### config.mk
export PLATFORM = sky130hd
export DESIGN_NAME = main_fsm
export DESIGN_NICKNAME = d
export VERILOG_FILES = /design/src/rtl/main_fsm_pkg.sv /design/src/rtl/main_fsm.sv
export SDC_FILE = /design/constraint.sdc
export NUM_CORES = 1
export LEC_CHECK = 0
export CORE_AREA = 5 5 42 44
export CTS_BUF_LIST = sky130_fd_sc_hd__clkbuf_2
export CTS_CLUSTER_DIAMETER = 150
export DETAILED_ROUTE_END_ITERATION = 8
export DIE_AREA = 0 0 47 49
export PLACE_DENSITY_LB_ADDON = 0.2
export SETUP_SLACK_MARGIN = 0.5
export SYNTH_ARGS = -nofsm -noshare
export SYNTH_HDL_FRONTEND = slang
export SYNTH_SLANG_ARGS = --single-unit
### constraint.sdc
create_clock -name clk -period 2.8 [get_ports clk]
set_input_delay 0.56 -clock clk [delete_from_list [all_inputs] [get_ports clk]]
set_output_delay 0.56 -clock clk [all_outputs]
set_load 0.02 [all_outputs]
### src/rtl/main_fsm_pkg.sv
// main_fsm_pkg
//   Shared definitions for the multicycle processor main controller:
//   state enumeration with fixed state codes, instruction op field values,
//   and the select encodings for the ResultSrc and ALUSrcB muxes.
package main_fsm_pkg;

  typedef enum logic [3:0] {
    S_FETCH    = 4'd0,
    S_DECODE   = 4'd1,
    S_MEMADR   = 4'd2,
    S_MEMREAD  = 4'd3,
    S_MEMWB    = 4'd4,
    S_MEMWRITE = 4'd5,
    S_EXECUTER = 4'd6,
    S_EXECUTEI = 4'd7,
    S_ALUWB    = 4'd8,
    S_BRANCH   = 4'd9,
    S_UNKNOWN  = 4'd10
  } state_e;

  // Instruction op field
  localparam logic [1:0] OP_DP  = 2'b00;
  localparam logic [1:0] OP_MEM = 2'b01;
  localparam logic [1:0] OP_BR  = 2'b10;

  // ResultSrc encodings
  localparam logic [1:0] RES_ALUOUT    = 2'b00;
  localparam logic [1:0] RES_DATA      = 2'b01;
  localparam logic [1:0] RES_ALURESULT = 2'b10;

  // ALUSrcB encodings
  localparam logic [1:0] SRCB_REG  = 2'b00;
  localparam logic [1:0] SRCB_IMM  = 2'b01;
  localparam logic [1:0] SRCB_FOUR = 2'b10;

  // Funct bit positions
  localparam int FUNCT_I_BIT = 5;
  localparam int FUNCT_S_BIT = 0;

endpackage

### src/rtl/main_fsm.sv
// main_fsm
//   Moore main controller for a multicycle processor. All outputs decode
//   from the registered state; Op/Funct only steer the next state.
//
// Ports
//   clk       in   rising-edge clock
//   rst       in   synchronous active-high reset (returns to FETCH)
//   Op        in   [1:0] instruction op field
//   Funct     in   [5:0] instruction funct field ([5]=I, [0]=S/L)
//   IRWrite   out  instruction register load enable
//   AdrSrc    out  memory address select (0=PC, 1=ALU result)
//   ALUSrcA   out  ALU operand A select
//   ALUSrcB   out  [1:0] ALU operand B select
//   ResultSrc out  [1:0] result bus select
//   NextPC    out  PC write strobe
//   RegW      out  register file write strobe
//   MemW      out  memory write strobe
//   Branch    out  branch strobe
//   ALUOp     out  0=forced ADD, 1=decode Funct
//   State     out  [3:0] current state code
//   Illegal   out  high while in UNKNOWN
module main_fsm
  import main_fsm_pkg::*;
(
  input  logic       clk,
  input  logic       rst,
  input  logic [1:0] Op,
  input  logic [5:0] Funct,
  output logic       IRWrite,
  output logic       AdrSrc,
  output logic       ALUSrcA,
  output logic [1:0] ALUSrcB,
  output logic [1:0] ResultSrc,
  output logic       NextPC,
  output logic       RegW,
  output logic       MemW,
  output logic       Branch,
  output logic       ALUOp,
  output logic [3:0] State,
  output logic       Illegal
);

  state_e state_q;
  state_e state_d;
  state_e dec_state;

  logic irwrite_raw;
  logic nextpc_raw;
  logic regw_raw;
  logic memw_raw;
  logic branch_raw;

  // Funct[4:1] is consumed by the downstream ALU decoder, not here.
  logic unused_funct;
  assign unused_funct = ^Funct[4:1];

  // State register
  always_ff @(posedge clk) begin
    if (rst) begin
      state_q <= S_FETCH;
    end else begin
      state_q <= state_d;
    end
  end

  // Next-state logic
  always_comb begin
    state_d = S_UNKNOWN;
    case (state_q)
      S_FETCH:  state_d = S_DECODE;
      S_DECODE: begin
        case (Op)
          OP_MEM:  state_d = S_MEMADR;
          OP_DP:   state_d = Funct[FUNCT_I_BIT] ? S_EXECUTEI : S_EXECUTER;
          OP_BR:   state_d = S_BRANCH;
          default: state_d = S_UNKNOWN;
        endcase
      end
      S_MEMADR:   state_d = Funct[FUNCT_S_BIT] ? S_MEMREAD : S_MEMWRITE;
      S_MEMREAD:  state_d = S_MEMWB;
      S_MEMWB:    state_d = S_FETCH;
      S_MEMWRITE: state_d = S_FETCH;
      S_EXECUTER: state_d = S_ALUWB;
      S_EXECUTEI: state_d = S_ALUWB;
      S_ALUWB:    state_d = S_FETCH;
      S_BRANCH:   state_d = S_FETCH;
      // UNKNOWN holds, and unused codes 11-15 fall into UNKNOWN.
      default:    state_d = S_UNKNOWN;
    endcase
  end

  // While rst is high the register may not yet hold FETCH (first cycle after
  // power-up), so the decode is forced to FETCH and the write strobes are
  // suppressed to keep the datapath from committing anything during reset.
  assign dec_state = rst ? S_FETCH : state_q;

  // Output decode
  always_comb begin
    irwrite_raw = 1'b0;
    nextpc_raw  = 1'b0;
    regw_raw    = 1'b0;
    memw_raw    = 1'b0;
    branch_raw  = 1'b0;
    AdrSrc      = 1'b0;
    ALUSrcA     = 1'b0;
    ALUSrcB     = SRCB_REG;
    ResultSrc   = RES_ALUOUT;
    ALUOp       = 1'b0;
    Illegal     = 1'b0;
    case (dec_state)
      S_FETCH: begin
        ALUSrcA     = 1'b1;
        ALUSrcB     = SRCB_FOUR;
        ResultSrc   = RES_ALURESULT;
        irwrite_raw = 1'b1;
        nextpc_raw  = 1'b1;
      end
      S_DECODE: begin
        ALUSrcA   = 1'b1;
        ALUSrcB   = SRCB_FOUR;
        ResultSrc = RES_ALURESULT;
      end
      S_MEMADR: begin
        ALUSrcB = SRCB_IMM;
      end
      S_MEMREAD: begin
        AdrSrc = 1'b1;
      end
      S_MEMWB: begin
        ResultSrc = RES_DATA;
        regw_raw  = 1'b1;
      end
      S_MEMWRITE: begin
        AdrSrc   = 1'b1;
        memw_raw = 1'b1;
      end
      S_EXECUTER: begin
        ALUOp = 1'b1;
      end
      S_EXECUTEI: begin
        ALUSrcB = SRCB_IMM;
        ALUOp   = 1'b1;
      end
      S_ALUWB: begin
        regw_raw = 1'b1;
      end
      S_BRANCH: begin
        ALUSrcB    = SRCB_IMM;
        ResultSrc  = RES_ALURESULT;
        branch_raw = 1'b1;
      end
      default: begin
        Illegal = 1'b1;
      end
    endcase
  end

  assign IRWrite = irwrite_raw & ~rst;
  assign NextPC  = nextpc_raw  & ~rst;
  assign RegW    = regw_raw    & ~rst;
  assign MemW    = memw_raw    & ~rst;
  assign Branch  = branch_raw  & ~rst;
  assign State   = dec_state;

endmodule

# Word level (Yosys, flattened, before mapping)
# Cells that the tools add are included.
# W data, S select, Z words.
# totals
regBits	4
output_inout_bits	17
# op_classes
n_eq_ne	20
muxes	15
bitwise_logic	5
reduce_logical	12
# ops
op	count
$eq A4 B3 Y1 const B	8
$pmux W4 S6	1
$eq A4 B2 Y1 const B	4
$eq A4 B4 Y1 const B	4
$pmux W4 S3	1
$reduce_or A10 Y1	1
$reduce_or A2 Y1	5
$mux W1	9
$eq A4 B1 Y1 const B	2
$logic_not A4 Y1	2
$pmux W2 S2	2
$reduce_or A3 Y1	2
$and A1 B1 Y1	4
$mux W4	1
$reduce_or A4 Y1	1
$mux W3	1
$eq A2 B1 Y1 const B	1
$eq A2 B2 Y1 const B	1
$logic_not A2 Y1	1
$not A1 Y1	1

# Longest topological paths before layout
# Gate-level depths: netlist of the first run.
# depth
word_depth	5
depth_mapped	4

# Worst setup path after synthesis of the first run
# Ideal clock, no wire load.
# synth_path
path_kind	input port to output port
startpoint	input port rst
endpoint	output port NextPC
arrival_time_ns	1.463
required_time_ns	2.240
slack_ns	0.777
cell_stages	3
path_buffers	1
cell_sequence	or3_4 -> nor3_2 -> buf_4
# synth_via
elab_chain_len	4
word_cells_on_any_way	5
cone_classes	2 x mux; 2 x bitwise; 1 x reduce/logical
# synth_rtl
element	line	source
start, declared	main_fsm.sv:26	input logic rst,
$mux W4	main_fsm.sv:95	assign dec_state = rst ? S_FETCH : state_q;
$logic_not A4 Y1	-	
$mux W1	-	
$and A1 B1 Y1 (*)	-	
end, declared	main_fsm.sv:34	output logic NextPC,
# Mark *: on every way between the ends. The rest lies on a longest branch, timed or not.

# Worst setup path after layout of the first run
# layout_path
startpoint	input port rst
endpoint	output port State[0]
# layout_via
elab_chain_len	1
# layout_rtl
element	line	source
$mux W4	main_fsm.sv:95	
end, declared	main_fsm.sv:39	output logic [3:0] State,
# Every way passes these cells.

==> results.json, run 1 <==
{
  "outcome": "complete, no violations",
  "timing.rr.start": "state_q[3]$_SDFF_PP0_",
  "die_y_um": 49,
  "diodes": 0,
  "largest-register": "state_q",
  "drive_above_1_share_pct": 21.8,
  "drtPass1Iterations": 2,
  "hpwl_um": 819,
  "path_clk_slew_ps": 40,
  "synthTopCellsByArea": "dfxtp_1 21%, buf_4 5.9%, nor2_1 5.9%",
  "antenna_found_initial": 0,
  "coreArea_um2": 1400,
  "finalClockSkew_ps": 1.37,
  "syn_area_um2": 383,
  "worst_slack_ps": 595,
  "fp-row-count": 14,
  "hold_buffers": 0,
  "avgSynthCellArea_um2": 6.96,
  "setup_viol": 0,
  "fill_cells": 159,
  "max_clock_freq_mhz": 454,
  "synthToLayoutAreaGrowth_pct": 59.5,
  "antenna_left": 0,
  "grt_max_degree": 15,
  "top_regs": "state_q x4",
  "yosys.area.top_type_share_pct": 20.9,
  "drc": 0,
  "dp_slack_ps": 21.3,
  "tightest_slew_ps": 514,
  "crit_type": "input port to output port",
  "rrSetupSlack_ps": 1680,
  "worstHoldStart": "state_q[0]$_SDFF_PP0_",
  "cts_setup_buffers": 0,
  "ff2ff_path_depth": 3,
  "worstSetupStartpointType": "input port",
  "start_util_pct": 27.3,
  "cts_root_buffer": "clkbuf_2",
  "place.gp.congestion": 0.806,
  "netlist-cell-type-count": 27,
  "cpMaxStageDelayCell": "dlygate4sd2_1",
  "rsz0062_at_grt": "no",
  "overflow": 0,
  "cts_sinks": 4,
  "synth_fp_nets": 65,
  "wl_per_cell_um": 10.7,
  "clk_latency_ps": 200,
  "syn_inst": 55,
  "whs_path_depth": 1,
  "drv_cap": 0,
  "yosysSeqAreaShare_pct": 20.9,
  "io_buffers": 22,
  "power_density_nw_per_um2": 431,
  "r2r-end": "state_q[0]$_SDFF_PP0_",
  "die-area_um2": 2300,
  "pin_count": 27,
  "track_usage_pct": 10.5,
  "layout.area.seq_um2": 82.6,
  "ys_seq_elements": 4,
  "grt_pass1_vias": 409,
  "cts_made_buffers": 3,
  "relSlewSlack_pct": 65.7,
  "multi_input_area_um2": 255,
  "viasPerCell": 4.79,
  "critPathMaxStageDelay_ps": 320,
  "yosysWarnings": 0,
  "p_leak_nw": 0.298,
  "yosys.area.top_type": "dfxtp_1",
  "cts-htree-levels": 1,
  "period_share_pct": 78.7,
  "drv_slew": 0,
  "cts.path.max_buffers": 2,
  "hold_viol": 0,
  "grt_pass1_wl_um": 1760,
  "vdd_drop_max_mv": 0.245,
  "arrival_ps": 1640,
  "cp_max_fo": 7,
  "critical_path_required_ps": 2240,
  "routed_wl_um": 1010,
  "vias": 450,
  "crit_chain": "dlygate4sd2_1 > buf_4 > nor2b_1 > buf_4 > dlygate4sd2_1",
  "first_iter_violations": 9,
  "fp.dieW_um": 47,
  "largest_reg_flops": 4,
  "hold_end": "state_q[0]$_SDFF_PP0_",
  "hold_path_class": "flop to flop",
  "cts_tree": "yes",
  "min_period_ps": 2200,
  "end_kind": "output port",
  "finalSetupTns_ps": 0,
  "fin_nets": 90
}
cells in the final DEF, fill, tap and decap left out, types with 2 or more instances in the layout:
master	count
buf_4	5
nor3_1	4
nor2_1	5
xnor2_1	2
a21oi_1	4
clkdlybuf4s50_1	4
inv_1	2
o21ai_0	4
and3_1	2
dfxtp_2	2
nor3b_1	2
dfxtp_1	2
nor2b_1	2
nand2_1	4
dlygate4sd2_1	15
clkbuf_2	4
worst max-delay path: cells and delay by family:
kind                   cells  cell delay (ps)
AND/OR/NAND/NOR            1              180
buffers and inverters      4              900
Yosys cell counts:
cell type,instances
inv_2,1
buf_6,1
nor3_1,4
dfxtp_1,4
and3_2,1
o21ai_0,4
nand2_1,4
or3_4,1
xor2_1,1
nand3_1,1
nor3b_1,2
inv_1,2
o2111ai_1,1
xnor2_1,2
nor2_1,6
a31oi_1,1
nor4_1,1
o31ai_1,1
nand2b_1,1
a21oi_1,4
nand4_1,1
buf_4,3
and3_1,2
nor2b_2,1
buf_2,2
nor2b_1,2
nor3_2,1
area by class of cell:
class | count | share of cell area (%)
multi-input combinational | 42 | 41.8
sequential | 4 | 13.5
tap | 16 | 3.28
inverter | 3 | 1.84
timing repair buffer | 26 | 37.1
clock buffer | 3 | 2.46
repair_timing:
item                       in CTS  in global routing
resized for setup              23                  5
hold endpoints to repair        0                  0
setup endpoints to repair      17                  2
routing by layer:
metal,track usage (%),part of all wire (%)
met1,12.9,39
met2,14.9,56
met3,3.32,4.9
met4,6.91,0
met5,0,0
power by group:
part / switching, W / internal, W / leakage [nW] / total, W
combinational: 0.0000643 / 0.0000599 / 0.252 / 0.000124
clock: 0.0000203 / 0.0000288 / 0.0125 / 0.0000491
sequential: 0.0000244 / 0.0000657 / 0.0335 / 0.0000900
total: 0.000109 / 0.000154 / 0.298 / 0.000263
through the flow:
| step | instances | hold WS [ps] | instance area (um^2) | util, % | power (W) |
|---|---|---|---|---|---|
| 6_report | 94 | 545 | 611 | 43.6 | 0.000263 |
| 5_1_grt | 94 | 607 | 611 | 43.6 | 0.000293 |
| 4_1_cts | 94 | 565 | 604 | 43.1 | 0.000267 |
| 3_5_place_dp | 91 | 607 | 609 | 43.5 | 0.000227 |
| 3_3_place_gp | 91 | 605 | 609 | 43.5 | 0.000226 |
| 2_1_floorplan | 55 | 495 | 383 | - | 0.000173 |
worst max path at each step:
stage | startpoint | end | slack, ps | cells past startpoint
2_1_floorplan | rst | NextPC | 780 | 3
3_5_place_dp | rst | NextPC | 20 | 4
6_report | rst | State[0] | 600 | 5
3_3_place_gp | rst | IRWrite | 20 | 4
4_1_cts | state_q[1]$_SDFF_PP0_ | ResultSrc[1] | 460 | 4
5_1_grt | rst | MemW | 520 | 5
cells by family (layout without fill, tap and decap cells):
logic type	Yosys count	after routing	share of synthesized area, %
buffers and inverters	9	32	14.4
flip-flops	4	4	20.9
AO/OA/AOI/OAI	11	11	16.3
AND/OR/NAND/NOR	28	28	41.5
XOR/XNOR	3	3	6.86
No activity file was read; power rests on OpenSTA's default activity.
==> inputs of run 2 (changes only) <==
- clock period: 2.8 -> 1.8 ns (I/O delays scaled with it)
==> run 2 against run 1 <==
  * Total power rose by 130%
  * Largest cell class unchanged
  * Count of clock-buffer cells in the layout unchanged
  * Non-clock buffer count is 18 higher
  * Sequential power increased by 41%
  * Hold slack got worse by 70 ps
  * Sequential cell count stayed put
  * Sequential share of layout area is 3.9 points lower
==> results.json, run 2 (synthesis results as in run 1) <==
{
  "outcome": "complete, no violations",
  "arrival_ps": 1270,
  "cp_max_fo": 3,
  "tightest_slew_ps": 200,
  "fin_nets": 108,
  "coreArea_um2": 1400,
  "vdd_drop_max_mv": 0.411,
  "cts.path.max_buffers": 2,
  "hpwl_um": 1020,
  "die_y_um": 49,
  "layout_commonest_cell": "buf_4",
  "fill_cells": 121,
  "pin_count": 27,
  "grt_pass1_vias": 568,
  "wl_per_cell_um": 13.6,
  "track_usage_pct": 14.5,
  "power_density_nw_per_um2": 635,
  "finalClockSkew_ps": 8.85,
  "die-area_um2": 2300,
  "end_kind": "output port",
  "vias": 562,
  "drv_cap": 0,
  "routed_wl_um": 1530,
  "diodes": 0,
  "fp.dieW_um": 47,
  "fin_util_pct": 68.5,
  "cts_tree": "yes",
  "hold_viol": 0,
  "drive_above_1_share_pct": 71.9,
  "relSlewSlack_pct": 86.6,
  "antenna_found_initial": 0,
  "cts_made_buffers": 3,
  "drtPass1Iterations": 4,
  "largest-register": "state_q",
  "final_cell_mix": "24 x buf_4, 14 x buf_6, 4 x nor3_4, 4 x clkdlybuf4s50_1",
  "first_iter_violations": 9,
  "finalSetupTns_ps": 0,
  "total_power_w": 0.000609,
  "critical_path_required_ps": 1440,
  "dpl_cell_area_um2": 778,
  "min_period_ps": 1630,
  "grt_pass1_wl_um": 2490,
  "synthToLayoutAreaGrowth_pct": 151,
  "hold_path_class": "flop to flop",
  "viasPerCell": 5.02,
  "largest_reg_flops": 4,
  "finalNonFillerCells": 112,
  "rsz0062_at_grt": "yes",
  "period_share_pct": 90.7,
  "placedCellCount": 99,
  "setup_viol": 0,
  "worstSetupStartpointType": "flop",
  "cts_root_buffer": "clkbuf_2",
  "clk_latency_ps": 220,
  "overflow": 0,
  "fp-row-count": 14,
  "cts_sinks": 4,
  "finish.instance_area_um2": 960,
  "p_leak_nw": 0.413,
  "cts-htree-levels": 1,
  "antenna_left": 0,
  "grt_max_degree": 9,
  "io_buffers": 22,
  "max_clock_freq_mhz": 613,
  "top_regs": "state_q x4",
  "drv_slew": 0,
  "hold_buffers": 0,
  "place.gp.congestion": 0.832,
  "drc": 0,
  "path_clk_slew_ps": 60,
  "start_util_pct": 27.3,
  "crit_type": "flop to output port"
}
-- run 2: timing repair --
item | CTS | global route
gates resized for setup | 113 | 14
pin swaps | 5 | 3
setup endpoints to repair | 19 | 17
setup buffers | 9 | 1
-- run 2: per-layer routing --
metal	global-route usage (%)	wire [um]	vias to the layer above
met5	0	0	-
met4	8.29	33	0
met3	4.06	140	5
met2	21.5	740	26
met1	18.1	614	260
li1	-	-	271
-- run 2: critical path, cell delays in order, from the launching register on --
cell	delay (ps)
dfxtp_2	330
or3_4	400
nor3_4	170
buf_6	150
-- run 2: power by group --
| group | leakage [nW] | switching, W | total (W) | internal [W] |
|---|---|---|---|---|
| Sequential | 0.0353 | 0.0000236 | 0.000127 | 0.000104 |
| Clock | 0.0125 | 0.0000445 | 0.0000895 | 0.0000450 |
| Combinational | 0.365 | 0.000185 | 0.000392 | 0.000207 |
| Total | 0.413 | 0.000254 | 0.000609 | 0.000356 |
-- run 2: final cells by class --
type	count	area (um^2)	share of cell area (%)
flip-flops and latches	4	92.6	9.65
inverters	3	16.3	1.69
repair buffers	44	398	41.5
well taps	16	20.0	2.09
clock buffers	3	15.0	1.56
multi-input cells	42	418	43.5
-- run 2: stage by stage --
stage | setup slack [ps] | hold slack, ps
after floorplan | 196 | 494
after detailed placement | -613 | 531
after global routing | 126 | 491
after global placement | -557 | 541
final | 167 | 475
after CTS | 163 | 472
-- run 2: worst paths after layout --
kind	start	to	slack, ps	cells past startpoint
hold reg to reg	state_q[0]$_SDFF_PP0_	state_q[0]$_SDFF_PP0_	470	1
setup reg to reg	state_q[3]$_SDFF_PP0_	state_q[1]$_SDFF_PP0_	650	6
hold / removal	state_q[0]$_SDFF_PP0_	state_q[0]$_SDFF_PP0_	470	1
setup / recovery	state_q[3]$_SDFF_PP0_	NextPC	170	3
==> variant (flow settings as in run 2) <==
Reset style: asynchronous (`rst`), changed in one clocked block. Comments in the files are not updated.
--- a/src/rtl/main_fsm.sv
+++ b/src/rtl/main_fsm.sv
@@ -55,7 +55,7 @@
   assign unused_funct = ^Funct[4:1];
 
   // State register
-  always_ff @(posedge clk) begin
+  always_ff @(posedge clk or posedge rst) begin
     if (rst) begin
       state_q <= S_FETCH;
     end else begin
Check against the original RTL: no difference found for any inputs over 10 cycles, from zero or initial values and one cycle with rst high; that may be too few to reach the edited logic, so the function may still have changed.
==> variant against run 2 <==
- synthesized area decreased by 1.6%
- cell area grew 2.0%
- setup slack got worse by 0.025 ns
- wire length decreased by 2.5%
- hold slack worse by 0.084 ns
- sequential cell count unchanged
- non-clock buffer count increased by 5
Power is not compared: it rests on default switching activity, and its combinational part moved more than twofold at a synthesized area within 25%.
==> variant: results (changes against run 2) <==
outcome: finished, final reports clean
DP Wirelength: 976 um (-4.0%)
CP delay by family, top: flip-flops
slowest CP cell: dfrtp_2
maximum VDD drop: 0.248 mV
Final Net Count: 111 (+2.8%)
critical path data arrival time: 1.30 ns (+0.03 ns)
Crit path largest cell delay: 0.44 ns (+0.04 ns)
DP Area: 805 um2 (+3.4%)
layout cells sized above 1: 72.7% (+0.85 points)
Slew headroom: 85.6% (-1.1 points)
worst r2r src: state_q[1]
biggest regs: state_q x4
Async SR Flop Fraction: 100% (+100 points)
clk buf depth: 2 (unchanged)
largest net degree at the start of global routing: 7 (-2)
Worst Hold Slack: 0.391 ns (-0.0838 ns)
DR vias: 540 (-3.9%)
R2R depth: 6 (unchanged)
Netlist cell types: 23 (-15%)
top cells by count, synth: nor2_1, inv_1, o21ai_0, dfrtp_1
R2R setup slack: 0.36 ns (-0.29 ns)
Setup Skew: 0.00288 ns (-0.00597 ns)
clk slew on worst S/H paths: 0.04 ns (-0.02 ns)
GRT Total Usage: 12.8% (-1.7 points)
global-route wire length before repair: 2200 um (-12%)
Hold Vio Cnt, Final: 0 (unchanged)
Mapped Nets: 61 (-6.2%)
register area share after synthesis: 26.6% (+5.7 points)
post-route cell area: 978 um2 (+2.0%)
RR Endpoint: state_q[1]
Final Wtd Congestion: 0.755 (-9.4%)
worst hold path class: input pin to asynchronous set/reset pin
Mapped Cells: 51 (-7.3%)
per-cell routed wire length: 13.0 um (-5.0%)
post-DR vias/cell: 4.70 (-6.4%)
CP max FO: 5 (+2)
clk_lat worst skew: 0.20 ns (-0.02 ns)
fillcell total: 108 (-11%)
Starting DRT DRC Count: 8 (-1)
antenna violations before repair: 0 (unchanged)
Area contributors post-synth: dfrtp_1, nor2_1, o21ai_0
dpl cells: 104 (+5.1%)
Synth Flop Type: dfrtp_1
[variant: how the worst max path moves through the flow]
stage / startpoint / endpoint / slack, ns / depth (start not counted)
after floorplan: state_q[3] / NextPC / 0.22 / 3
after detailed placement: rst / ALUSrcB[0] / -0.50 / 5
after global routing: state_q[1] / ALUSrcB[0] / 0.07 / 4
after global placement: rst / ALUSrcB[0] / -0.49 / 5
after CTS: state_q[3] / IRWrite / 0.16 / 3
final: state_q[2] / ALUSrcB[1] / 0.14 / 3
[variant: layout make-up]
cell class	count	area share, %
Timing Repair Buffer	49	45.3
Multi-Input combinational cell	38	38.1
Sequential cell	4	10.6
Inverter	5	2.43
Tap cell	16	2.05
Clock buffer	3	1.53
[variant: routing by layer]
metal / GRT usage (%) / part of all wire [%] / wire length [um]
met5: 0 / 0 / 0
met2: 22.2 / 54 / 803
met3: 3.69 / 6.2 / 92
met4: 6.91 / 2.1 / 31
met1: 13.1 / 38 / 563
[variant: cells by family after synthesis]
kind of cell,count (synthesis),share of synthesized area [%]
AND/OR/NAND/NOR,24,34.6
AO/OA/AOI/OAI,11,19.6
buffers and inverters,9,12.3
flip-flops,4,26.6
XOR/XNOR,3,6.98
[variant: what timing repair did]
action / in CTS / in global routing
buffers inserted: 4 / 4
gates resized for setup: 107 / 25
pin swaps: 4 / 5
endpoints found under the hold margin: 0 / 0
setup endpoints to repair: 17 / 19
[variant: where the power goes]
part           total [mW]  internal [mW]  leakage (nW)  switching (mW)
Combinational      0.0636         0.0323         0.410          0.0314
Sequential         0.0903         0.0903        0.0432               0
Clock              0.0782         0.0447        0.0125          0.0334
[variant: worst min-delay path, stage by stage]
cell and delay, ns:
buf_2 0.15, buf_6 0.15, inv_1 0.11, buf_4 0.15
[variant: per-stage QoR]
step	setup slack [ns]	total power [mW]
finish	0.142	0.232
global route	0.0685	0.248
CTS	0.156	0.229
detailed placement	-0.499	0.148
global placement	-0.493	0.148
floorplan	0.222	0.113
